### src/rtl/note_sequencer.sv
// note_sequencer: plays a stream of 16-bit score words as timed notes.
//
// Score word: [15:14] mode, [13:8] tone, [7:0] BPM (mode 11) or [3:0] length.
//   mode 00 NORMAL, 01 STACCATO, 10 SLURRED, 11 tempo command.
// A note of length L lasts 4*L 64th-note ticks. Ticks come from a 32-bit
// accumulator that adds bpm each running cycle and wraps at CLK_HZ*15/4.
//
// Ports:
//   CLK         system clock, rising edge
//   Reset       synchronous active-high reset
//   play        run enable; low pauses a sounding note
//   word_valid  word_data is valid
//   word_data   score word
//   word_ready  a word is accepted this cycle (idle, playing, not in reset)
//   tone        tone index for the tone generator (holds while idle)
//   vol         volume, 0 = silent (registered)
//   bpm         current tempo
//   note_done   one-cycle pulse at the end of each note
//   busy        high while a note is sounding
//
// Build option: define SEQ_DECAY_EN to make the level decay by one per tick
// (floored at 4) instead of staying at VOL_MAX.
module note_sequencer #(
  parameter int unsigned CLK_HZ   = 100000000,
  parameter logic [3:0]  VOL_MAX  = 4'd15,
  parameter logic [7:0]  BPM_INIT = 8'd80
) (
  input  logic        CLK,
  input  logic        Reset,
  input  logic        play,
  input  logic        word_valid,
  input  logic [15:0] word_data,
  output logic        word_ready,
  output logic [5:0]  tone,
  output logic [3:0]  vol,
  output logic [7:0]  bpm,
  output logic        note_done,
  output logic        busy
);

  localparam logic [31:0] Limit = 32'((64'(CLK_HZ) * 64'd15) / 64'd4);

  typedef enum logic {StIdle, StSound} state_e;

  state_e      state_q;
  logic [1:0]  mode_q;
  logic [3:0]  len_q;
  logic [5:0]  ticks_q;
  logic [31:0] acc_q;

  logic [32:0] sum;
  logic        tick;
  logic [31:0] acc_next;
  logic [5:0]  ticks_next;
  logic [3:0]  level_next;
  logic        accept;
  logic [3:0]  word_len;

  // Gate expressed on remaining ticks R = 4L - E:
  // NORMAL E < 4L-1 <=> R > 1; STACCATO E < 2L <=> R > 2L.
  function automatic logic gate_on(input logic [1:0] mode, input logic [3:0] len,
                                   input logic [5:0] ticks);
    logic on;
    case (mode)
      2'b00:   on = (ticks > 6'd1);
      2'b01:   on = (ticks > {1'b0, len, 1'b0});
      default: on = 1'b1;
    endcase
    return on;
  endfunction

  assign word_ready = (state_q == StIdle) && play && !Reset;
  assign accept     = word_valid && word_ready;
  assign word_len   = word_data[3:0];
  assign busy       = (state_q == StSound);

  assign sum        = {1'b0, acc_q} + 33'(bpm);
  assign tick       = (state_q == StSound) && play && (sum >= {1'b0, Limit});
  assign acc_next   = tick ? 32'(sum - {1'b0, Limit}) : sum[31:0];
  assign ticks_next = ticks_q - 6'(tick);

`ifdef SEQ_DECAY_EN
  logic [3:0] level_q;
  assign level_next = (tick && (level_q > 4'd4)) ? level_q - 4'd1 : level_q;
`else
  assign level_next = VOL_MAX;
`endif

  always_ff @(posedge CLK) begin
    if (Reset) begin
      state_q   <= StIdle;
      bpm       <= BPM_INIT;
      tone      <= 6'd0;
      vol       <= 4'd0;
      note_done <= 1'b0;
      acc_q     <= 32'd0;
      ticks_q   <= 6'd0;
      mode_q    <= 2'b00;
      len_q     <= 4'd0;
`ifdef SEQ_DECAY_EN
      level_q   <= VOL_MAX;
`endif
    end else begin
      note_done <= 1'b0;
      unique case (state_q)
        StIdle: begin
          vol <= 4'd0;
          if (accept) begin
            if (word_data[15:14] == 2'b11) begin
              if (word_data[7:0] != 8'd0) bpm <= word_data[7:0];
            end else if (word_len != 4'd0) begin
              tone    <= word_data[13:8];
              mode_q  <= word_data[15:14];
              len_q   <= word_len;
              ticks_q <= {word_len, 2'b00};
              acc_q   <= 32'd0;
              state_q <= StSound;
              // Every mode gates on at E = 0; a rest stays silent.
              vol     <= (word_data[13:8] != 6'd0) ? VOL_MAX : 4'd0;
`ifdef SEQ_DECAY_EN
              level_q <= VOL_MAX;
`endif
            end
          end
        end
        StSound: begin
          if (play) begin
            acc_q   <= acc_next;
            ticks_q <= ticks_next;
`ifdef SEQ_DECAY_EN
            level_q <= level_next;
`endif
            if (tick && (ticks_q == 6'd1)) begin
              state_q   <= StIdle;
              note_done <= 1'b1;
              vol       <= 4'd0;
            end else begin
              vol <= ((tone != 6'd0) && gate_on(mode_q, len_q, ticks_next)) ?
                     level_next : 4'd0;
            end
          end else begin
            vol <= 4'd0;
          end
        end
        default: state_q <= StIdle;
      endcase
    end
  end

endmodule
### config.mk
export PLATFORM = sky130hd
export DESIGN_NAME = note_sequencer
export DESIGN_NICKNAME = d
export VERILOG_FILES = /design/src/rtl/note_sequencer.sv
export SDC_FILE = /design/constraint.sdc
export NUM_CORES = 1
export LEC_CHECK = 0
export ABC_AREA = 1
export CAP_MARGIN = 10
export CORE_MARGIN = 4
export CORE_UTILIZATION = 39
export DETAILED_ROUTE_END_ITERATION = 16
export PLACE_DENSITY = 0.62
export REMOVE_ABC_BUFFERS = 1
export SLEW_MARGIN = 30
export SYNTH_ARGS = -nofsm -noshare
export SYNTH_HDL_FRONTEND = slang
export SYNTH_SLANG_ARGS = --single-unit
### constraint.sdc
create_clock -name CLK -period 5.1 [get_ports CLK]
set_input_delay 1.02 -clock CLK [delete_from_list [all_inputs] [get_ports CLK]]
set_output_delay 1.02 -clock CLK [all_outputs]
set_load 0.01 [all_outputs]
==> reports/metrics.csv, run 1 <==
metric;value;unit
DRT iter0 DRCs;634;
Final Hold Violating Endpoints;0;
PortBufs;40;
min cycle time layout;4.67;ns
cell area after layout;0.00645;mm^2
asr flop ratio synth;0;
Rows;43;
Yosys reg bits;61;
worst slew pin tran;0.623;ns
core area;0.0138;mm^2
GRT overflow;0;
Crit. Startpoint;bpm[0]$_SDFFE_PP0P_;
status;finished, final reports clean;
met2 Usage GRT;0.368;
Ports;41;
Post-DRT Antenna Nets;0;
syn_area_per_cell;5.60;um^2
YS warnings;0;
slowest cell on the critical path;dfxtp_2;
vias in the first global route;5826;
min-delay worst type;reg2reg;
clock buffer depth;2;
WL/cell;15.3;um
startpoint types;flop;
cell count after placement;1184;
Peak supply drop;168;uV
hold_sp;acc_q[6]$_SDFFE_PP0P_;
Critical Path Fanout Max;5;
drt pass-1 iters;7;
final worst clock skew;0.00860;ns
worst reg2reg setup slack;0.43;ns
post-synth cell types;43;
Rel. slew slack;0.584;
Die ar.;0.0160;mm^2
Initial Util;0.397;
largest net degree at the start of global routing;37;
initial antenna violation count;0;
P_leak;2.89;nW
fin crit share;0.915;
Max Freq;214;MHz
GPL Wtd Cong;0.944;
data arrival time of the critical path;4.94;ns
Total Power;1.30;mW
Vias;6278;
M3 GR Usage;0.0354;
Util after Layout;0.466;
hold endpoint;acc_q[6]$_SDFFE_PP0P_;
WL final;18.4;mm
max incr delay on CP;0.35;ns
vias per cell;5.21;
Ant. Diodes;0;
setup_tns;0;ns
hold depth;2;
fin nets;1055;
grt met1 use;0.327;
max_cap viols;0;
crit path capture type;flop;
worst r2r dst;vol[2]$_SDFF_PP0_;
worst path required time;5.37;ns
cts hold-fix bufs;0;
clock root buffer;clkbuf_16;
TritonCTS Sinks;61;
GRT Total Usage;0.233;
clock-pin slew on the worst setup and hold paths;0.06;ns
Post-synth EDFFs;0;
Synth Flop Type;dfxtp_1;
most used cell along the critical path;nand2_1;
PwrDens;201;mW/mm^2
worst r2r src;bpm[0]$_SDFFE_PP0P_;
R2R depth;33;
Mapped Cells;981;
Most Crowded Layer GR;met2;
cts bufs inserted;9;
die height;127;um
layout cells sized above 1;0.0879;
DRC viols;0;
CP Class;reg2reg;
clk_lat worst skew;0.35;ns
P&R area growth vs syn;17.5;%
Slew Limit Fails;0;
die width;127;um
final setup fails;0;
first-pass GRT wire length;30.0;mm
CTS tree;built;
synthesized area;0.00549;mm^2
non-filler cells, final;1204;
placed cell area;0.00604;mm^2
Detailed Place HPWL;14.4;mm
H-tree levels;3;
register area share after synthesis;0.222;
[final cells by class]
| type | instances | area, um^2 |
|---|---|---|
| Fill cell | 1498 | 7380 |
| Multi-Input combinational cell | 780 | 3750 |
| Sequential cell | 61 | 1220 |
| Timing Repair Buffer | 50 | 475 |
| Inverter | 117 | 439 |
| Clock buffer | 10 | 239 |
| Tap cell | 180 | 225 |
| Clock inverter | 6 | 93.8 |
[sequential cells by signal (all words and copies together) (netlist names)]
register / cells
mode_q: 2
tone: 6
busy: 1
ticks_q: 6
bpm: 8
note_done: 1
vol: 1
len_q: 4
acc_q: 32
[logic make-up (layout without fill, tap and decap cells)]
family | after synthesis | count (layout) | share of synthesized area
simple gates | 638 | 638 | 0.504
flops | 61 | 61 | 0.222
xor+xnor | 10 | 10 | 0.0173
fa+ha+maj | 16 | 16 | 0.0378
compound gates | 116 | 116 | 0.116
buf+inv | 140 | 183 | 0.102
[per-layer routing]
| layer | wire length [um] | share of wire | vias to the layer above |
|---|---|---|---|
| li1 | - | - | 3223 |
| met1 | 8550 | 0.47 | 2850 |
| met2 | 8320 | 0.45 | 188 |
| met3 | 1220 | 0.066 | 17 |
| met4 | 278 | 0.015 | 0 |
| met5 | 0 | 0 | - |
[critical path, delay by kind of cell, from the launching register on]
| family | cells | cell delay (ns) |
|---|---|---|
| and+or+nand+nor | 17 | 1.74 |
| xor gates and xnor gates | 1 | 0.14 |
| AOI/OAI and AO/OA | 5 | 0.80 |
| buffers and inverters | 5 | 0.33 |
| DFF | 1 | 0.35 |
| adders and majority gates | 5 | 1.22 |
[cells in the mapped netlist (all sizes together) (3+ instances only)]
| cell | instances | area (um^2) |
|---|---|---|
| clkinv | 3 | 11.3 |
| nand3 | 109 | 571 |
| and2 | 3 | 18.8 |
| nand3b | 5 | 37.5 |
| a21oi | 68 | 370 |
| inv | 114 | 428 |
| dfxtp | 61 | 1220 |
| o21ai | 34 | 170 |
| nand2 | 354 | 1370 |
| nor3 | 8 | 40.0 |
| nor4 | 4 | 25.0 |
| nor2 | 132 | 546 |
| xor2 | 7 | 68.8 |
| ha | 15 | 188 |
| clkbuf | 15 | 56.3 |
| a31oi | 7 | 43.8 |
| nand4 | 16 | 106 |
| or2 | 4 | 25.0 |
| o22ai | 3 | 18.8 |
| buf | 8 | 66.3 |
| xnor2 | 3 | 26.3 |
[cell usage in the layout, fill, tap and decap left out, types with 2 or more instances in the layout]
cell	count
a21oi_1	64
a21oi_2	2
a21oi_4	2
a31oi_1	7
and2_1	3
buf_4	10
bufinv_16	2
clkbuf_16	9
clkdlybuf4s50_1	40
clkinv_1	3
dfxtp_1	60
ha_1	12
ha_2	2
inv_1	107
inv_2	7
inv_6	2
nand2_1	335
nand2_2	17
nand2_4	2
nand3_1	104
nand3_2	5
nand3b_1	5
nand4_1	15
nor2_1	115
nor2_2	14
nor2_4	3
nor3_1	8
nor4_1	4
o21ai_0	33
o22ai_1	3
or2_2	3
xnor2_1	3
xor2_1	6
[per-stage QoR]
step | setup slack [ns] | hold slack [ns]
floorplan | 0.731 | 0.437
global placement | 0.451 | 0.456
detailed placement | 0.308 | 0.462
CTS | 0.211 | 0.470
global route | -0.0109 | 0.497
finish | 0.431 | 0.467
[worst max-delay path by stage]
stage,endpoint,slack (ns)
3_5_place_dp,vol[2]$_SDFF_PP0_,0.31
2_1_floorplan,vol[2]$_SDFF_PP0_,0.73
6_report,vol[2]$_SDFF_PP0_,0.43
5_1_grt,vol[2]$_SDFF_PP0_,-0.01
3_3_place_gp,vol[2]$_SDFF_PP0_,0.45
4_1_cts,vol[2]$_SDFF_PP0_,0.21
[timing repair]
| action | in CTS | in global routing |
|---|---|---|
| gates resized for setup | 0 | 15 |
| endpoints found under the setup margin | 0 | 1 |
| hold endpoints to repair | 0 | 0 |
| buffers inserted | 0 | 4 |
[report_power, final]
part | switching, mW | internal (mW)
combinational | 0.0651 | 0.0461
clock | 0.245 | 0.445
sequential | 0.00816 | 0.486
total | 0.318 | 0.977
Power figures use the tool's default switching activity.
==> inputs of run 2 (changes only) <==
HOLD_SLACK_MARGIN = 0.08   (was default)
SLEW_MARGIN = default   (was 30)
==> results of run 2 <==
Same layout as run 1: the final DEF is identical, and so are final timing and power.
==> inputs of run 3 (changes only) <==
PLACE_DENSITY = 0.64   (was 0.62)
clock period = 3.77 ns   (was 5.1 ns; I/O delays follow)
==> run 3 against run 2 <==
Compared with the run above:
- the run now ends with setup timing left
- maximum frequency up 9.1%
- highest routed layer unchanged
- hold slack better by 0.0084 ns
- sequential power up 35%
- power up 36%
- via count up 14%
- register-to-register slack worse by 0.94 ns
- cell area up 26%
- clock power up 30%
==> reports/metrics.csv, run 3 (synthesized netlist as in run 1, its figures left out) <==
metric;value;unit
die width;127;um
slowest cell on the critical path;dfxtp_2;
cell area after layout;0.00814;mm^2
cts bufs inserted;9;
Slew Limit Fails;0;
worst path required time;4.06;ns
TritonCTS Sinks;61;
clock-pin slew on the worst setup and hold paths;0.06;ns
WL/cell;15.8;um
placed cell area;0.00716;mm^2
die height;127;um
fin crit share;1.13;
biggest regs;acc_q: 32 flops, bpm: 8 flops;
Post-DRT Antenna Nets;0;
drt pass-1 iters;7;
violated checks;setup timing;
DRT iter0 DRCs;696;
vias per cell;5.20;
CTS tree;built;
max incr delay on CP;0.35;ns
GPL Wtd Cong;0.990;
commonest cells after routing, fill and taps aside;nand2_1, buf_4, inv_1, nor2_1, nand3_1;
RSZ-0062 raised after global routing;true;
layout cells sized above 1;0.277;
Rows;43;
clk_lat worst skew;0.35;ns
largest net degree at the start of global routing;37;
vias in the first global route;6656;
Peak supply drop;193;uV
Final Hold Violating Endpoints;0;
Detailed Place HPWL;16.0;mm
crit path capture type;flop;
Initial Util;0.397;
cts hold-fix bufs;0;
min cycle time layout;4.28;ns
Largest Register;acc_q;
Max Freq;234;MHz
CP Class;reg2reg;
GRT overflow;0;
worst slew pin tran;0.526;ns
P_leak;3.85;nW
max FFs per register;32;
DRC viols;0;
initial antenna violation count;0;
PortBufs;40;
Final WS setup;-0.509;ns
Ant. Diodes;0;
final worst clock skew;0.0128;ns
Vias;7177;
clock root buffer;clkbuf_16;
cell count after placement;1331;
GRT Total Usage;0.264;
min-delay worst type;reg2reg;
final setup fails;2;
data arrival time of the critical path;4.57;ns
WL final;21.8;mm
core area;0.0138;mm^2
non-filler cells, final;1379;
Critical Path Fanout Max;3;
commonest non-fill, non-tap cell in the layout;nand2_1;
first-pass GRT wire length;33.6;mm
status;finished, violations left;
Ports;41;
fin nets;1230;
P&R area growth vs syn;48.3;%
PwrDens;216;mW/mm^2
startpoint types;flop;
H-tree levels;3;
Die ar.;0.0160;mm^2
max_cap viols;0;
Rel. slew slack;0.650;
Fin Hold WS;0.475;ns
clock buffer depth;2;
==> run 3: cell types whose count changed in the layout (fill, tap and decap cells not counted), moves of 10 or more <==
cell     change
inv_2       +10
nand2_1     -17
nand3_2     +10
nor2_4      +10
nor2_1      -17
buf_4      +169
nand3_1     -12
nand2_2     +10
==> run 3: worst max-delay path, delay by kind of cell (launching register included) <==
kind | cells | cell delay [ns]
simple gates | 16 | 1.57
fa+ha+maj | 5 | 1.09
compound gates | 4 | 0.68
buf+inv | 6 | 0.39
flops | 1 | 0.35
xor+xnor | 1 | 0.13
==> run 3: final timing paths <==
| kind | startpoint | endpoint | slack (ns) | depth (start not counted) |
|---|---|---|---|---|
| setup / recovery | acc_q[0]$_SDFFE_PP0P_ | vol[2]$_SDFF_PP0_ | -0.51 | 32 |
| hold / removal | acc_q[3]$_SDFFE_PP0P_ | acc_q[3]$_SDFFE_PP0P_ | 0.48 | 2 |
| setup reg to reg | acc_q[0]$_SDFFE_PP0P_ | vol[2]$_SDFF_PP0_ | -0.51 | 32 |
| hold reg to reg | acc_q[3]$_SDFFE_PP0P_ | acc_q[3]$_SDFFE_PP0P_ | 0.48 | 2 |
==> run 3: final cells by class <==
cell class	count	area (um^2)
inverter	117	439
sequential	61	1220
timing repair buffer	225	1820
clock inverter	7	78.8
multi-input combinational	780	4130
clock buffer	9	225
fill	1352	5680
tap	180	225
==> run 3: metal layers <==
layer	vias up	track usage	part of all wire
li1	3574	-	-
met1	3298	0.356	0.44
met2	253	0.427	0.46
met3	52	0.0408	0.068
met4	0	0.0991	0.029
met5	-	0	0
==> run 3: where the power goes <==
group,internal (mW),leakage [nW],switching [mW]
registers,0.657,0.494,0.0124
logic,0.0938,3.20,0.105
clock network,0.521,0.151,0.373
==> run 3: metrics by stage <==
step	utilization	TNS [ns]	power (mW)	setup slack [ns]
6_report	0.589	-0.858	1.76	-0.509
5_1_grt	0.589	-1.54	1.80	-0.788
4_1_cts	0.569	-1.12	1.75	-0.441
3_5_place_dp	0.518	-0.665	0.843	-0.665
3_3_place_gp	0.518	-0.539	0.842	-0.539
2_1_floorplan	-	-0.912	0.753	-0.599
==> run 3: what timing repair did <==
| action | 4_1_cts | 5_1_grt |
|---|---|---|
| pin swaps | 18 | 30 |
| endpoints found under the setup margin | 1 | 5 |
| resized for setup | 50 | 63 |
| setup buffers | 29 | 12 |
